===== src/rtl/ldpc_err_chk_popcnt.sv =====
// Combinational population count of one codeword chunk.
module popcnt #(
   parameter int W = 128
) (
   input  logic [W-1:0]       data_i,
   output logic [$clog2(W):0] cnt_o
);
   always_comb begin
      cnt_o = '0;
      for (int i = 0; i < W; i++) cnt_o = cnt_o + ($clog2(W)+1)'(data_i[i]);
   end
endmodule


===== config.mk =====
export PLATFORM = sky130hd
export DESIGN_NAME = popcnt
export DESIGN_NICKNAME = d
export VERILOG_FILES = /design/src/rtl/ldpc_err_chk_popcnt.sv
export SDC_FILE = /design/constraint.sdc
export NUM_CORES = 1
export LEC_CHECK = 0
export BUFFER_PORTS_ARGS = -buffer_cell sky130_fd_sc_hd__buf_2
export CORE_MARGIN = 1.5
export CORE_UTILIZATION = 38
export DETAILED_ROUTE_END_ITERATION = 10
export PLACE_DENSITY = 0.75
export SLEW_MARGIN = 0
export SYNTH_ARGS = -nofsm -noshare
export SYNTH_HDL_FRONTEND = slang
export SYNTH_SLANG_ARGS = --single-unit

===== constraint.sdc =====
create_clock -name vclk -period 11.3
set_clock_uncertainty 0.1 [all_clocks]
set_input_delay 1.695 -clock vclk [all_inputs]
set_output_delay 1.695 -clock vclk [all_outputs]
set_load 0.01 [all_outputs]

After elaboration in Yosys (flattened, before gate mapping)
Index checks and enable logic that the tools add are counted.

operators by class
  add/sub/neg operators = 127
  multiply operators = 0
  div/mod/pow operators = 0
  order comparisons = 0
  equality and inequality tests = 0
  shift operators = 0
  multiplexer cells = 0
  bitwise operators = 0
  reductions and logical operators = 0

operator list
  kind           number
  $add A8 B1 Y8  120
  $add A7 B1 Y8  1
  $add A6 B1 Y7  1
  $add A5 B1 Y6  1
  $add A4 B1 Y5  1
  $add A3 B1 Y4  1
  $add A2 B1 Y3  1
  $add A1 B1 Y2  1

storage, ports and cells
  register bits after elaboration = 0
  latch bits = 0
  bits in writable memories = 0
  bits in read-only memories = 0
  input bits = 128
  output and inout bits = 8
  word-level logic and storage cells = 127
  memories = 0

Longest topological paths before layout
Gate-level depths: netlist of run 1.

  word-level depth = 127
  mapped depth = 26
  gate-level depth less buffers = 26

Least setup slack after synthesis of run 1
Ideal clock, no wire load.

  kind = input to output
  start = input port data_i[107]
  end = output port cnt_o[6]
  arrival = 8109 ps
  data required time = 9505 ps
  setup slack = 1396 ps
  stages on the path = 26
  buffers on the path = 0
  cell sequence = inv_1 fa_1 inv_1 fa_1 inv_1 fa_1 inv_1 fa_1 inv_1 fa_1 inv_1 fa_1 inv_1 fa_1 inv_1 fa_1 inv_1 fa_1 fa_1 inv_1 ha_1 fa_1 a211oi_2 o21bai_1 a21oi_2 xnor2_1

between the ends
  longest elaborated chain between the ends = 21

ends and longest elaborated chain
  what                         line  source
  start, declared              5     input logic [W-1:0] data_i,
  $add A8 B1 Y8 (21 in a row)  10    for (int i = 0; i < W; i++) cnt_o = cnt_o + ($clog2(W)+1)'(data_i[i]);
  end, declared                6     output logic [$clog2(W):0] cnt_o

No other way between the ends.

Final worst setup path of run 1
  start = input port data_i[59]
  end = output port cnt_o[6]

between the ends
  longest elaborated chain between the ends = 69

ends and longest elaborated chain
  what                         line
  $add A8 B1 Y8 (69 in a row)  10

No other way between the ends.

==> impl_metrics.toml, run 1 <==
[timing]
layout_worst_path_cycle_share_pct = 91.6
fin_tns_setup_ns = 0
rsz0062_at_grt = "false"
fmax_ghz = 0.0966
worst-slew-pin-transition_ns = 0.233
setup_viol = 0
finalHoldViolCount = 0
drv_slew = 0
fin_crit_ns = 10.35
max-slew-margin-rel_pct = 84.4

[critical_path]
startpoint_type = "input pin"
crit_required_ns = 9.51
cp.arrival_ns = 8.55
endpoint_kind = "output pin"
cp_max_fo = 3
worstSetupPathType = "in2out"

[floorplanning]
core_sq_um = 8680
die_y_microns = 97.6
start_util_pct = 39.2
die-area_sq_um = 9530
num_io_pins = 136
row_count = 34
fp.dieW_microns = 97.6

[global_routing]
grt_max_degree = 6
grt_pass1_vias = 2695
grt_use_total_pct = 14.0
antenna_found_initial = 0
grt_pass1_wl_mm = 11.1
overflow = 0

[finish]
nets = 739
drive_gt1_share_pct = 29.9
nClkBuffers = 0
area_growth_syn_to_layout_pct = 24.0
antennaDiodeCount = 0
fillCellCount = 838
seq_cells = 0
seqCellArea_sq_um = 0

[worst_hold_path]
min_to = "cnt_o[0]"
min_path_cells = 3
holdCritStartpoint = "data_i[2]"
worstHoldPathType = "in2out"

[yosys]
synth_area_sq_um = 3400
yosysTopAreaCell = "fa_1"
synthMuxAreaShare_pct = 0
yosysMostFrequentCell = "inv_1"
yosys.area_share.simple_pct = 0.735
ys_types = 16
yosys_warnings = 0
syn_avg_cell_area_sq_um = 10.2
synthCells = 333
seq_area_frac_synth_pct = 0
syn_nets = 601
synth-compound-area-share_pct = 2.17
synthTopCellsByArea = "fa_1 68%, inv_1 19%, ha_1 9.2%"
synth-adder-area-share_pct = 76.8
synth_top_family_by_area = "adder cells"
netlist.area_leader.share_pct = 67.6
synth_commonest_cells = "172 x inv_1, 115 x fa_1, 25 x ha_1"
synth_xor_area_share_pct = 1.29

[run_status]
status = "finished clean"

[place]
hpwl_mm = 6.27
place_congestion = 0.731
io_buffers = 136

[clock_network]
postCtsHoldBufs = 0
cts-resized-gates = 0
postCtsSetupBuffers = 0

[job]
max_cap_violations = 0

[drt]
routed_wl_mm = 6.14
drtAntennaViolNets = 0
drt_iter0_drc = 12
via_per_inst = 4.09
vias = 2362
drtPass1Iterations = 4
drc = 0
wl_per_cell_microns = 10.6
## critical path, stage by stage
cell and delay [ns]:
buf_2 0.07, inv_1 0.04, fa_1 0.52, inv_1 0.05, fa_1 0.51, inv_1 0.06, fa_1 0.48, inv_1 0.05
fa_1 0.52, inv_1 0.06, fa_1 0.47, inv_1 0.05, fa_1 0.52, fa_1 0.44, fa_1 0.53, inv_1 0.05
fa_1 0.46, fa_1 0.50, inv_1 0.05, ha_1 0.20, fa_1 0.43, a211oi_2 0.20, o21bai_1 0.12, a21oi_2 0.16
xnor2_1 0.13, buf_2 0.16
## worst max-delay path by stage
stage	slack (ns)	startpoint	endpoint	cells after the start
after floorplan	1.40	data_i[107]	cnt_o[6]	26
final	0.95	data_i[59]	cnt_o[6]	26
after global placement	1.07	data_i[107]	cnt_o[6]	28
after global routing	0.69	data_i[59]	cnt_o[6]	26
after detailed placement	0.90	data_i[59]	cnt_o[6]	26
after CTS	0.89	data_i[59]	cnt_o[6]	26
## cells by family after synthesis
logic type,count (synthesis)
buffers and inverters,172
and+or+nand+nor,5
adders and majority gates,140
xor gates and xnor gates,5
AOI/OAI and AO/OA,11
## per-stage QoR
stage	hold slack, ns	util, %	setup slack (ns)	cells	instance area (sq um)
after global routing	3.64	48.6	0.694	577	4220
after CTS	3.62	48.6	0.895	577	4220
after detailed placement	3.62	48.6	0.901	577	4220
final	3.62	48.6	0.953	577	4220
after floorplan	3.44	-	1.40	333	3400
after global placement	3.60	48.6	1.07	577	4220
## cells in the final DEF, fill, tap and decap left out, types with 2 or more instances in the layout
cell and instances:
o21ai_0 2, buf_2 136, nand2_1 2, inv_1 172
xnor2_1 4, ha_1 25, a21oi_1 4, fa_1 115
## area by class of cell
cell class / instances / area (sq um) / area share [%]
multi-input combinational: 161 / 2760 / 65.4
timing repair buffer: 136 / 681 / 16.1
inverter: 172 / 646 / 15.3
tap: 108 / 135 / 3.20
## layer usage
layer  vias to the layer above  share of wire [%]  global-route usage, %
li1                       1138                  -                      -
met1                      1157                 37                   16.9
met2                        67                 58                   28.5
met3                         0                4.8                  0.863
met4                         0                  0                      0
met5                         -                  0                      0
Power of run 1 is not shown: default switching activity piles up to over one toggle a cycle in this logic, so the estimate is an artifact.
==> inputs of run 2 (changes only) <==
CORE_UTILIZATION = 50   (was 38)
PLACE_DENSITY = 0.92   (was 0.75)
==> run 2 against run 1 <==
  * The run now ends with design-rule violations left
  * Via count rose by 3.1%
  * Hold slack got worse by 0.0063 ns
  * Non-clock buffer count did not move
  * Highest routed layer is now met4
==> impl_metrics.toml, run 2 (synthesis gave the netlist of run 1 again) <==
[drt]
drt_iter0_drc = 41
drc = 8
via_per_inst = 4.46
vias = 2435
wl_per_cell_microns = 11.4
drtPass1Iterations = 7
drtAntennaViolNets = 0
routed_wl_mm = 6.25

[critical_path]
crit_required_ns = 9.51
endpoint_kind = "output pin"
startpoint_type = "input pin"
cp_max_fo = 3
cpLargestDelayFamily = "adder cells"
slowest_stage = "fa_1"
cp-startpoint = "data_i[59]"
cp.arrival_ns = 8.56
slowest_delay_ns = 0.54
worstSetupPathType = "in2out"
path_depth = 26
crit_top_cell = "fa_1"
path_buf_inv = 10

[timing]
worst-slew-pin-transition_ns = 0.281
finalHoldViolCount = 0
setup_viol = 0
max-slew-margin-rel_pct = 81.1
hold_slack_ns = 3.61
fmax_ghz = 0.0966
drv_slew = 0
fin_crit_ns = 10.35
rsz0062_at_grt = "false"
fin_tns_setup_ns = 0
layout_worst_path_cycle_share_pct = 91.6

[place]
dpl_cell_area_sq_um = 4180
dp.cells = 546
place_congestion = 0.717
hpwl_mm = 6.39
io_buffers = 136

[clock_network]
cts-resized-gates = 0
postCtsSetupBuffers = 0
postCtsHoldBufs = 0

[finish]
seqCellArea_sq_um = 0
finalInstanceArea_sq_um = 4180
area_growth_syn_to_layout_pct = 22.8
layout_commonest_cell = "inv_1"
antennaDiodeCount = 0
finalNonFillerCells = 546
nets = 739
nClkBuffers = 0
seq_cells = 0
drive_gt1_share_pct = 29.9
mostFrequentLayoutCells = "172 x inv_1, 136 x buf_2, 115 x fa_1"

[global_routing]
grt_pass1_wl_mm = 11.0
use_met2_pct = 37.8
grt_pass1_vias = 2780
use_met1_pct = 21.3
overflow = 0
grt_max_degree = 6
top_usage_layer = "met2"
grt_use_total_pct = 18.6
antenna_found_initial = 0
grt_use_met3_pct = 1.44

[floorplanning]
row_count = 29
die_y_microns = 85.5
fp.dieW_microns = 85.5
num_io_pins = 136
start_util_pct = 52.7
die-area_sq_um = 7310
core_sq_um = 6460

[job]
max_cap_violations = 0

[run_status]
violations = "design-rule violations"
status = "complete, but fails checks"

[worst_hold_path]
min_to = "cnt_o[0]"
holdCritStartpoint = "data_i[2]"
min_path_cells = 3
worstHoldPathType = "in2out"
## run 2: cell counts in the layout (fill, tap and decap cells not counted)
Identical to the previous run, type by type.
## run 2: final cells by class
type	instances	area, sq um
multi-input cells	161	2760
well taps	77	96.3
repair buffers	136	681
fillers	526	2280
inverters	172	646
## run 2: metal layers
metal  vias up  share of wire (%)
li1       1139                  -
met1      1204                 34
met2        80                 59
met3        12                5.3
met4         0                1.8
met5         -                  0
## run 2: tightest hold or removal path: cells and delay by family
family                     cells  cell delay (ns)
adders and majority gates      1             0.12
buffers and inverters          2             0.21
## run 2: worst max path at each step
stage / end / slack (ns)
2_1_floorplan: cnt_o[6] / 1.40
3_3_place_gp: cnt_o[6] / 1.13
3_5_place_dp: cnt_o[6] / 0.92
4_1_cts: cnt_o[6] / 0.93
5_1_grt: cnt_o[6] / 0.72
6_report: cnt_o[6] / 0.95
## run 2: through the flow
step	util (%)	worst slack [ns]
3_5_place_dp	64.7	0.919
3_3_place_gp	64.7	1.13
4_1_cts	64.7	0.926
5_1_grt	64.7	0.724
2_1_floorplan	-	1.40
6_report	64.7	0.949
Power of run 2 is left out for the same reason.
